$ cat config.mk
export PLATFORM = sky130hd
export DESIGN_NAME = usb_transmitter
export DESIGN_NICKNAME = d
export VERILOG_FILES = /design/src/rtl/usb_transmitter_pkg.sv /design/src/rtl/usb_nrzi_encoder.sv /design/src/rtl/usb_transmitter.sv
export SDC_FILE = /design/constraint.sdc
export NUM_CORES = 1
export LEC_CHECK = 0
export BUFFER_PORTS_ARGS = -buffer_cell sky130_fd_sc_hd__buf_2
export CAP_MARGIN = 10
export CORE_MARGIN = 5
export CORE_UTILIZATION = 50
export DETAILED_ROUTE_END_ITERATION = 6
export GPL_TIMING_DRIVEN = 0
export PLACE_DENSITY = 0.69
export SYNTH_ARGS = -nofsm -noshare
export SYNTH_HDL_FRONTEND = slang
export SYNTH_HIERARCHICAL = 1
export SYNTH_SLANG_ARGS = --single-unit
$ cat constraint.sdc
create_clock -name clock48 -period 4.44 [get_ports clock48]
set_input_delay 0.444 -clock clock48 [delete_from_list [all_inputs] [get_ports clock48]]
set_output_delay 0.444 -clock clock48 [all_outputs]
set_load 0.01 [all_outputs]
$ cat src/rtl/usb_transmitter_pkg.sv
// Shared definitions for the full-speed USB transmit path: line-state
// encodings, SYNC pattern, bit-stuff limit, EOP length and the transmitter
// state encoding. State names carry a TX_ prefix so they can coexist with the
// receiver's states in the same scope.
package usb_transmitter_pkg;

    // Line states as {D+, D-}
    localparam logic [1:0] LINE_J   = 2'b10;
    localparam logic [1:0] LINE_K   = 2'b01;
    localparam logic [1:0] LINE_SE0 = 2'b00;

    localparam logic [7:0] SYNC_PATTERN = 8'h80;
    localparam logic [2:0] STUFF_LIMIT  = 3'd6;
    localparam int         EOP_SE0_BITS = 2;

    typedef enum logic [2:0] {
        TX_IDLE,
        TX_SYNC,
        TX_DATA,
        TX_EOP_SE0,
        TX_EOP_J,
        TX_GAP
    } tx_state_t;

endpackage

$ cat src/rtl/usb_nrzi_encoder.sv
// NRZI line encoder with consecutive-ones tracking.
// Holds the current line level (J or K, or SE0 during EOP) and counts
// consecutive 1 bits so the parent knows when a stuff bit is due.
// Ports:
//   clock48, reset_n  - clock and asynchronous active-low reset
//   i_strobe          - a new bit time starts on this edge
//   i_bit             - value of the bit starting now (0 toggles, 1 holds)
//   i_se0             - drive SE0 for this bit time instead of data
//   o_line            - current line state {D+, D-}
//   o_stuff_needed    - six consecutive 1s are on the line; next bit must be a stuffed 0
module usb_nrzi_encoder
    import usb_transmitter_pkg::*;
(
    input  logic       clock48,
    input  logic       reset_n,
    input  logic       i_strobe,
    input  logic       i_bit,
    input  logic       i_se0,
    output logic [1:0] o_line,
    output logic       o_stuff_needed
);

    logic       r_level_j;
    logic       r_se0;
    logic [2:0] r_ones;

    always_ff @(posedge clock48 or negedge reset_n) begin
        if (!reset_n) begin
            r_level_j <= 1'b1;
            r_se0     <= 1'b0;
            r_ones    <= '0;
        end else if (i_strobe) begin
            if (i_se0) begin
                r_se0  <= 1'b1;
                r_ones <= '0;
            end else if (r_se0) begin
                // First bit after SE0 is the EOP J; line returns to idle level.
                r_se0     <= 1'b0;
                r_level_j <= 1'b1;
                r_ones    <= '0;
            end else if (i_bit) begin
                r_ones <= r_ones + 3'd1;
            end else begin
                r_level_j <= ~r_level_j;
                r_ones    <= '0;
            end
        end
    end

    always_comb begin
        o_line = LINE_K;
        if (r_se0)
            o_line = LINE_SE0;
        else if (r_level_j)
            o_line = LINE_J;
    end

    assign o_stuff_needed = (r_ones == STUFF_LIMIT);

endmodule

$ cat src/rtl/usb_transmitter.sv
// Full-speed USB packet transmitter. Serialises a byte stream into
// SYNC + NRZI data with bit stuffing + EOP on the D+/D- pair, then holds
// the driver released for an idle gap before the next packet.
// Ports:
//   clock48, reset_n           - 48 MHz clock, asynchronous active-low reset
//   tx_valid/tx_data/tx_last   - byte offered by packet logic (LSB first)
//   tx_ready                   - one-cycle pulse, byte consumed on this edge
//   tx_busy                    - packet in progress (SYNC through idle gap)
//   tx_error                   - one-cycle pulse on underrun
//   usb_d_p_out/usb_d_n_out    - driven line levels (J while released)
//   usb_oe                     - pad output enable
//
// state      | meaning
// TX_IDLE    | released, waiting for tx_valid
// TX_SYNC    | sending 8'h80 LSB first
// TX_DATA    | sending data bits and stuff bits
// TX_EOP_SE0 | SE0 for EOP_SE0_BITS bit times
// TX_EOP_J   | one bit time of J
// TX_GAP     | released, busy for IDLE_GAP_BITS bit times
module usb_transmitter #(
    parameter int BIT_CLOCKS    = 4,
    parameter int IDLE_GAP_BITS = 2
) (
    input  logic       clock48,
    input  logic       reset_n,
    input  logic       tx_valid,
    input  logic [7:0] tx_data,
    input  logic       tx_last,
    output logic       tx_ready,
    output logic       tx_busy,
    output logic       tx_error,
    output logic       usb_d_p_out,
    output logic       usb_d_n_out,
    output logic       usb_oe
);
    import usb_transmitter_pkg::*;

    localparam int PW = (BIT_CLOCKS > 1) ? $clog2(BIT_CLOCKS) : 1;

    tx_state_t    r_state, w_state_next;
    logic [PW-1:0] r_phase;
    logic [7:0]   r_shift, w_shift_next;
    logic [3:0]   r_bit_cnt, w_bit_cnt_next;
    logic         r_last, w_last_next;
    logic         r_stuff, w_stuff_next;
    logic         r_done, w_done_next;

    logic         w_bit_end;
    logic         w_strobe, w_bit, w_se0;
    logic         w_stuff_needed;
    logic [1:0]   w_line;
    logic         w_load, w_done_now;
    logic [7:0]   w_src_byte;
    logic [3:0]   w_src_cnt;

    assign w_bit_end = (r_phase == PW'(BIT_CLOCKS - 1));

    usb_nrzi_encoder u_nrzi (
        .clock48        (clock48),
        .reset_n        (reset_n),
        .i_strobe       (w_strobe),
        .i_bit          (w_bit),
        .i_se0          (w_se0),
        .o_line         (w_line),
        .o_stuff_needed (w_stuff_needed)
    );

    always_ff @(posedge clock48 or negedge reset_n) begin
        if (!reset_n) begin
            r_state   <= TX_IDLE;
            r_phase   <= '0;
            r_shift   <= '0;
            r_bit_cnt <= '0;
            r_last    <= 1'b0;
            r_stuff   <= 1'b0;
            r_done    <= 1'b0;
        end else begin
            r_state   <= w_state_next;
            r_phase   <= (r_state == TX_IDLE || w_bit_end) ? '0 : r_phase + PW'(1);
            r_shift   <= w_shift_next;
            r_bit_cnt <= w_bit_cnt_next;
            r_last    <= w_last_next;
            r_stuff   <= w_stuff_next;
            r_done    <= w_done_next;
        end
    end

    // r_bit_cnt: bits already started from the current byte (SYNC or data),
    // or elapsed bit times in EOP_SE0/GAP. r_stuff marks a stuff bit on the line.
    always_comb begin
        w_state_next   = r_state;
        w_shift_next   = r_shift;
        w_bit_cnt_next = r_bit_cnt;
        w_last_next    = r_last;
        w_stuff_next   = r_stuff;
        w_done_next    = r_done;
        w_strobe       = 1'b0;
        w_bit          = 1'b1;
        w_se0          = 1'b0;
        tx_ready       = 1'b0;
        tx_error       = 1'b0;
        w_load         = 1'b0;
        w_done_now     = 1'b0;
        w_src_byte     = r_shift;
        w_src_cnt      = r_bit_cnt;

        case (r_state)
            TX_IDLE: begin
                if (tx_valid) begin
                    tx_ready       = 1'b1;
                    w_shift_next   = tx_data;
                    w_last_next    = tx_last;
                    w_done_next    = 1'b0;
                    w_stuff_next   = 1'b0;
                    w_strobe       = 1'b1;
                    w_bit          = SYNC_PATTERN[0];
                    w_bit_cnt_next = 4'd1;
                    w_state_next   = TX_SYNC;
                end
            end
            TX_SYNC: begin
                if (w_bit_end) begin
                    w_strobe = 1'b1;
                    if (r_bit_cnt == 4'd8) begin
                        w_bit          = r_shift[0];
                        w_shift_next   = r_shift >> 1;
                        w_bit_cnt_next = 4'd1;
                        w_state_next   = TX_DATA;
                    end else begin
                        w_bit          = SYNC_PATTERN[r_bit_cnt[2:0]];
                        w_bit_cnt_next = r_bit_cnt + 4'd1;
                    end
                end
            end
            TX_DATA: begin
                if (w_bit_end) begin
                    // Byte boundary is taken at the end of data bit 7 itself,
                    // even when a stuff bit follows it.
                    if (!r_stuff && r_bit_cnt == 4'd8) begin
                        if (r_last) begin
                            w_done_now = 1'b1;
                        end else if (tx_valid) begin
                            tx_ready    = 1'b1;
                            w_load      = 1'b1;
                            w_last_next = tx_last;
                        end else begin
                            tx_error   = 1'b1;
                            w_done_now = 1'b1;
                        end
                    end
                    w_src_byte = w_load ? tx_data : r_shift;
                    w_src_cnt  = w_load ? 4'd0 : r_bit_cnt;
                    w_strobe   = 1'b1;
                    if (w_stuff_needed) begin
                        w_bit          = 1'b0;
                        w_stuff_next   = 1'b1;
                        w_shift_next   = w_src_byte;
                        w_bit_cnt_next = w_src_cnt;
                        w_done_next    = r_done | w_done_now;
                    end else if (r_done || w_done_now) begin
                        w_se0          = 1'b1;
                        w_stuff_next   = 1'b0;
                        w_bit_cnt_next = 4'd1;
                        w_state_next   = TX_EOP_SE0;
                    end else begin
                        w_bit          = w_src_byte[0];
                        w_shift_next   = w_src_byte >> 1;
                        w_bit_cnt_next = w_src_cnt + 4'd1;
                        w_stuff_next   = 1'b0;
                    end
                end
            end
            TX_EOP_SE0: begin
                if (w_bit_end) begin
                    if (r_bit_cnt == 4'(EOP_SE0_BITS)) begin
                        w_strobe     = 1'b1;
                        w_state_next = TX_EOP_J;
                    end else begin
                        w_bit_cnt_next = r_bit_cnt + 4'd1;
                    end
                end
            end
            TX_EOP_J: begin
                if (w_bit_end) begin
                    w_bit_cnt_next = 4'd1;
                    w_state_next   = TX_GAP;
                end
            end
            TX_GAP: begin
                if (w_bit_end) begin
                    if (r_bit_cnt == 4'(IDLE_GAP_BITS)) begin
                        w_bit_cnt_next = 4'd0;
                        w_state_next   = TX_IDLE;
                    end else begin
                        w_bit_cnt_next = r_bit_cnt + 4'd1;
                    end
                end
            end
            default: w_state_next = TX_IDLE;
        endcase
    end

    assign usb_oe  = (r_state != TX_IDLE) && (r_state != TX_GAP);
    assign tx_busy = (r_state != TX_IDLE);
    assign {usb_d_p_out, usb_d_n_out} = usb_oe ? w_line : LINE_J;

endmodule

==> key figures, run 1 <==
Run status
  • Outcome: complete, no violations

Worst setup path
  • CP max stage delay: 0.45 ns
  • Crit path kind: reg2reg
  • CP arrival: around 2.8 ns
  • Crit path max fanout: 10
  • CP bufs+invs: 2
  • Req. time, crit path: 4.60 ns
  • Crit path capture type: flip-flop
  • Worst setup SP type: flip-flop
  • Crit-path cells: inv_1, ha_1, and4bb_1, buf_4, a21oi_1, nand3_1, a221o_1, or3b_4, nor2_2, mux2_1
  • Largest delay contributor family on the critical path: compound AO/OA/AOI/OAI gates
  • Worst path slowest cell: dfrtp_1

Global route
  • Antenna violations before repair: 0
  • Largest net degree at the start of global routing: 26
  • Gr ovfl total: 0
  • Vias in the first global route: approximately 1900
  • First-pass GRT wire length: slightly above 9000 µm
  • GRT Util Overall: 0.214

Placement
  • Hpwl dp: 4220 µm
  • GPL Wtd Cong: slightly below 0.9
  • Area after DPL: around 0.0023 mm²
  • Port bufs: 17

Logic synthesis
  • Syn Nets: 279
  • Gate Count Post-Synth: 260
  • EDFF count, synth: 0
  • Sequential fraction of the synthesis area: 0.295
  • Async set-reset flop share out of synthesis: 1.00
  • Synth Warn #: 6
  • Synthesized area: 0.00212 mm²
  • Syn Area/Cell: 8.16 µm²
  • Most used DFF post-synth: dfrtp_1
  • Synth unique cells: 63
  • Synth Register Bits: 25

Drt
  • DRC: 0
  • Drt first pass iters: 5
  • Drt wl/cell: 17.4 µm
  • ANT nets after route: 0
  • Via Count: 2104
  • Initial DRC Count: 205
  • Number of vias per cell: 6.36
  • WL final: 5760 µm

Layout
  • Finished Core Util: 0.571
  • Design area: 0.00232 mm²
  • Share of cells above drive strength 1: 0.189
  • Filler cell count: roughly 370
  • Synthesis-to-finish area growth: 9.14%
  • Multi-input logic area: about 0.0013 mm²
  • Number of diodes: 0
  • Final-stage net count: 301
  • Total area of sequential cells: 627 µm²

Clock network
  • Clock latency on the worst-skew pair: approximately 0.27 ns
  • # Post-CTS Setup Buffers: 0
  • Total CTS buffers: 3
  • Hold Buf Count CTS: 0
  • Clock buffer depth: 2
  • Root Buffer: clkbuf_8
  • CTS tree: done
  • Clk pin slew, worst setup/hold paths: 0.09 ns
  • H-tree depth: 1
  • Clock Sinks: 25
  • PostCTS Resize Cnt: 0

STA
  • Setup TNS: 0 ns
  • Worst Tran Pin Value: 0.602 ns
  • Final hold viol count: 0
  • Final period util: 0.603
  • Fin Clk Skew: 0.00481 ns
  • Max Fclk: about 370 MHz
  • Min Tclk post-route: 2.68 ns
  • Endpoints failing setup: 0
  • RSZ-0062 raised after global routing: false
  • Final Max Tran Viols: 0
  • Max transition margin: 0.597

Pwr
  • Worst VDD drop: 0.282 mV
  • P per Cell Area: roughly 670 mW/mm²
  • Static leakage: 0.998 nW

Floorplanning
  • Initial core utilization: 0.523
  • CORE AREA: around 0.004 mm²
  • Die area: 0.00565 mm²
  • Boundary pin count: 18
  • Die height: 75.1 µm
  • Die X: 75.1 µm
  • Rows: 23

Worst hold path
  • Hold crit path type: in2async

Flow run
  • Max Cap Viol: 0
metrics by stage:
stage               total power [mW]  hold slack, ns  setup slack, ns  cells
CTS                             1.54           0.172             1.79    331
global placement                1.38           0.430             1.79    327
detailed placement              1.39           0.433             1.81    327
finish                          1.55           0.162             1.76    331
floorplan                       1.16           0.148             2.08    260
global route                    1.68           0.193             1.66    331
where the power goes:
| group | internal [mW] | switching, mW | leakage, nW |
|---|---|---|---|
| Sequential | 0.323 | 0.0871 | 0.306 |
| Combinational | 0.410 | 0.587 | 0.666 |
| Clock | 0.0629 | 0.0757 | 0.0255 |
| Total | 0.796 | 0.750 | 0.998 |
cell usage in the layout, fill, tap and decap left out, types with 3 or more instances in the layout:
cell type,instances
nand2_1,32
a211oi_1,4
o21ai_1,14
ha_1,7
mux2_2,3
nor3_1,7
o211ai_1,3
nand2b_1,7
nor4_1,3
mux2i_1,9
clkbuf_8,3
buf_4,4
o21ai_0,19
dfrtp_1,24
o22ai_1,5
a21oi_1,17
inv_1,12
o21a_1,4
buf_2,24
nand4_1,4
clkbuf_1,3
a31oi_1,4
nand3_1,9
nor2_1,12
cell families after synthesis:
kind of cell,count (synthesis),share of synthesized area
buf+inv,29,0.0702
simple gates,93,0.244
mux,13,0.0637
compound gates,91,0.278
flops,25,0.295
fa+ha+maj,7,0.0413
xor+xnor,2,0.00826
worst paths after layout:
check	startpoint	to	slack (ns)	depth (start not counted)
setup / recovery	r_bit_cnt[0]$_DFFE_PN0P_	u_nrzi/r_ones[1]$_DFFE_PN0P_	1.76	10
hold / removal	reset_n	r_state[1]$_DFFE_PN0P_	0.16	1
setup reg to reg	r_bit_cnt[0]$_DFFE_PN0P_	u_nrzi/r_ones[1]$_DFFE_PN0P_	1.76	10
hold reg to reg	r_phase[0]$_DFF_PN0_	r_phase[0]$_DFF_PN0_	0.46	1
max in group asynchronous	reset_n	r_shift[5]$_DFFE_PN0P_	3.89	1
min in group clock48	tx_last	r_last$_DFFE_PN0P_	0.42	2
layer usage:
layer / up-vias / share of wire / global-route usage
li1: 1006 / - / -
met1: 984 / 0.46 / 0.316
met2: 106 / 0.44 / 0.320
met3: 8 / 0.088 / 0.0374
met4: 0 / 0.015 / 0.0583
met5: - / 0 / 0
state kept, by name (all words and copies together), names as in the netlist:
register and cells:
r_bit_cnt 4, r_done 1, r_last 1, r_phase 2, r_shift 8, r_state 3
r_stuff 1, u_nrzi/r_level_j 1, u_nrzi/r_ones 3, u_nrzi/r_se0 1
cell usage after synthesis, types with 5 or more instances:
master / instances / area share
o22ai_1: 5 / 0.015
inv_1: 12 / 0.021
nand3_1: 9 / 0.021
o21ai_1: 14 / 0.033
a21oi_1: 17 / 0.040
nor3_1: 7 / 0.017
nor2_1: 12 / 0.021
nand2_1: 32 / 0.057
mux2i_1: 9 / 0.042
nand2b_1: 7 / 0.021
ha_1: 7 / 0.041
o21ai_0: 19 / 0.045
buf_2: 7 / 0.017
dfrtp_1: 24 / 0.28
final cells by class:
type / instances / share of cell area
inverter: 12 / 0.0194
tap: 50 / 0.0270
multi-input combinational: 206 / 0.581
clock inverter: 1 / 0.00216
timing repair buffer: 17 / 0.0367
sequential: 25 / 0.271
clock buffer: 3 / 0.0178
buffer: 17 / 0.0448
No activity file was read; power rests on OpenSTA's default activity.
==> run 2, diff against run 1 <==
Settings changed: PLACE_DENSITY 0.69 to 0.71.
Clock period 4.44 ns to 2.3 ns, I/O delays scaled along.
==> key figures, run 2 (synthesis gave the netlist of run 1 again) <==
Run status
  • Outcome: complete, no violations

Worst setup path
  • Reg-to-reg startpoint: r_bit_cnt[0]$_DFFE_PN0P_
  • Crit path max fanout: 4 (-6)
  • Register-to-Register Path Depth: 10 (unchanged)
  • CP max stage delay: 0.38 ns (-0.07 ns)
  • Worst setup SP type: flip-flop
  • Crit path capture type: flip-flop
  • Crit path kind: reg2reg
  • Crit-path cells: inv_2, ha_4, and4bb_1, buf_6, a21oi_2, nand3_1, a221o_1, or3b_4, nor2_2, mux2_4
  • Reg-to-reg endpoint: u_nrzi/r_ones[1]$_DFFE_PN0P_
  • Worst path slowest cell: dfrtp_2
  • CP arrival: 2.45 ns (-0.39 ns)
  • R2r setup slk: 0.03 ns (-1.74 ns)
  • Req. time, crit path: 2.47 ns (-2.13 ns)

Clock network
  • Clock Sinks: 25 (unchanged)
  • Total CTS buffers: 3 (unchanged)
  • Clock latency on the worst-skew pair: 0.28 ns (about the same)
  • CTS tree: done
  • Root Buffer: clkbuf_8
  • Clk pin slew, worst setup/hold paths: 0.09 ns (about the same)
  • H-tree depth: 1 (unchanged)
  • Clock buffer depth: 2 (unchanged)

Layout
  • Share of cells above drive strength 1: 0.274 (+0.0856)
  • Biggest regs: r_shift x8, r_bit_cnt x4
  • Synthesis-to-finish area growth: 19.3%
  • Filler cell count: 366 (-2.1%)
  • Design area: 0.00253 mm² (+9.3%)
  • Max reg flops: 8 (unchanged)
  • Leading cell type in the layout, fill and taps excluded: nand2_1
  • Number of diodes: 0 (unchanged)
  • Largest Register: r_shift
  • Final-stage net count: 319 (+6.0%)
  • Most frequent cells in the layout: nand2_1 (32), buf_2 (24), dfrtp_1 (23)

Drt
  • WL final: 5940 µm (+3.1%)
  • Initial DRC Count: 287 (+40%)
  • ANT nets after route: 0 (unchanged)
  • DRC: 0 (unchanged)
  • Via Count: 2172 (+3.2%)
  • Drt first pass iters: 7 (+2)
  • Drt wl/cell: 17.0 µm (-2.3%)
  • Number of vias per cell: 6.22 (-2.1%)

Global route
  • First-pass GRT wire length: 9890 µm (+6.3%)
  • GRT Util Overall: 0.226 (+0.0123)
  • Vias in the first global route: 2067 (+9.0%)
  • Gr ovfl total: 0 (unchanged)
  • Largest net degree at the start of global routing: 26 (unchanged)
  • Antenna violations before repair: 0 (unchanged)

Floorplanning
  • Boundary pin count: 18 (unchanged)
  • CORE AREA: 0.00406 mm² (unchanged)
  • Rows: 23 (unchanged)
  • Die area: 0.00565 mm² (unchanged)
  • Die X: 75.1 µm (unchanged)
  • Die height: 75.1 µm (unchanged)
  • Initial core utilization: 0.523 (unchanged)

Worst hold path
  • Hold path depth: 2
  • Hold crit path type: in2reg
  • Worst Hold Launch: tx_last
  • Worst Hold Path EP: r_last$_DFFE_PN0P_

STA
  • Final hold viol count: 0 (unchanged)
  • RSZ-0062 raised after global routing: true
  • Max transition margin: 0.554 (-0.0425)
  • Min Tclk post-route: 2.27 ns (-0.404 ns)
  • Final Max Tran Viols: 0 (unchanged)
  • Max Fclk: 440 MHz (+18%)
  • Fin Clk Skew: 0.00539 ns (+0.000580 ns)
  • Endpoints failing setup: 0 (unchanged)
  • Worst Tran Pin Value: 0.666 ns (+0.0635 ns)
  • Final period util: 0.988 (+0.385)

Placement
  • Area after DPL: 0.00229 mm² (+0.72%)
  • Port bufs: 17 (unchanged)
  • GPL Wtd Cong: 0.867 (-0.77%)
  • Hpwl dp: 4180 µm (-0.92%)

Pwr
  • P per Cell Area: 1310 mW/mm² (+96%)
  • Worst VDD drop: 0.613 mV (+120%)
  • Final Total Pwr: 3.32 mW (+110%)
  • Static leakage: 1.11 nW (+11%)

Flow run
  • Max Cap Viol: 0 (unchanged)
[run 2: changes by cell type in the layout (fill, tap and decap cells not counted), sizes merged]
| cell | previous run | this run |
|---|---|---|
| dlygate4sd3 | 0 | 1 |
| buf | 30 | 47 |
[run 2: worst max path at each step]
stage / startpoint / to / slack [ns] / cells past startpoint
floorplan: r_bit_cnt[0]$_DFFE_PN0P_ / u_nrzi/r_ones[1]$_DFFE_PN0P_ / 0.02 / 12
global placement: r_bit_cnt[0]$_DFFE_PN0P_ / u_nrzi/r_ones[1]$_DFFE_PN0P_ / -0.22 / 10
detailed placement: r_bit_cnt[0]$_DFFE_PN0P_ / u_nrzi/r_ones[1]$_DFFE_PN0P_ / -0.27 / 10
CTS: r_bit_cnt[0]$_DFFE_PN0P_ / u_nrzi/r_ones[1]$_DFFE_PN0P_ / 0.001 / 11
global route: r_bit_cnt[0]$_DFFE_PN0P_ / u_nrzi/r_ones[1]$_DFFE_PN0P_ / -0.06 / 10
finish: r_bit_cnt[0]$_DFFE_PN0P_ / u_nrzi/r_ones[1]$_DFFE_PN0P_ / 0.03 / 10
[run 2: final cells by class]
class	count	area, µm²	share of cell area
multi-input cells	206	1420	0.560
flip-flops and latches	25	628	0.248
repair buffers	36	234	0.0924
plain buffers	16	97.6	0.0385
well taps	50	62.6	0.0247
inverters	12	45.0	0.0178
clock buffers	3	41.3	0.0163
clock inverters	1	5.00	0.00198
[run 2: critical path: cells and delay by family (launching register included)]
family	cells	cell delay, ns
AO/OA/AOI/OAI	2	0.58
adder cells (fa/ha/maj)	1	0.16
buffers and inverters	2	0.20
flip-flops	1	0.38
multiplexers	1	0.25
AND/OR/NAND/NOR	4	0.60
[run 2: through the flow]
stage	cells	hold slack, ns	worst slack [ns]	setup TNS [ns]	util
after global placement	327	0.260	-0.219	-0.219	0.563
after CTS	344	0.201	0.00148	0	0.604
after detailed placement	327	0.270	-0.274	-0.378	0.563
after global routing	349	0.207	-0.0627	-0.0642	0.624
after floorplan	260	-0.0656	0.0171	0	-
final	349	0.206	0.0266	0	0.624
[run 2: repair_timing]
action                                  in CTS  in global routing
endpoints found under the setup margin       3                 11
cloned                                       0                  0
hold endpoints to repair                    24                  0
pin swaps                                    3                  6
gates resized for setup                      6                 10
buffers inserted                            12                  6
hold buffers                                 1                  0
[run 2: report_power, final]
group	internal, mW	leakage, nW	switching, mW
Combinational	1.00	0.775	1.26
Sequential	0.625	0.306	0.159
Clock	0.122	0.0255	0.152
[run 2: layer usage]
| layer | wire [µm] | track usage | part of all wire |
|---|---|---|---|
| met3 | 371 | 0.0334 | 0.062 |
| met1 | 2790 | 0.330 | 0.47 |
| met2 | 2710 | 0.351 | 0.46 |
| met4 | 65 | 0.0563 | 0.011 |
| met5 | 0 | 0 | 0 |
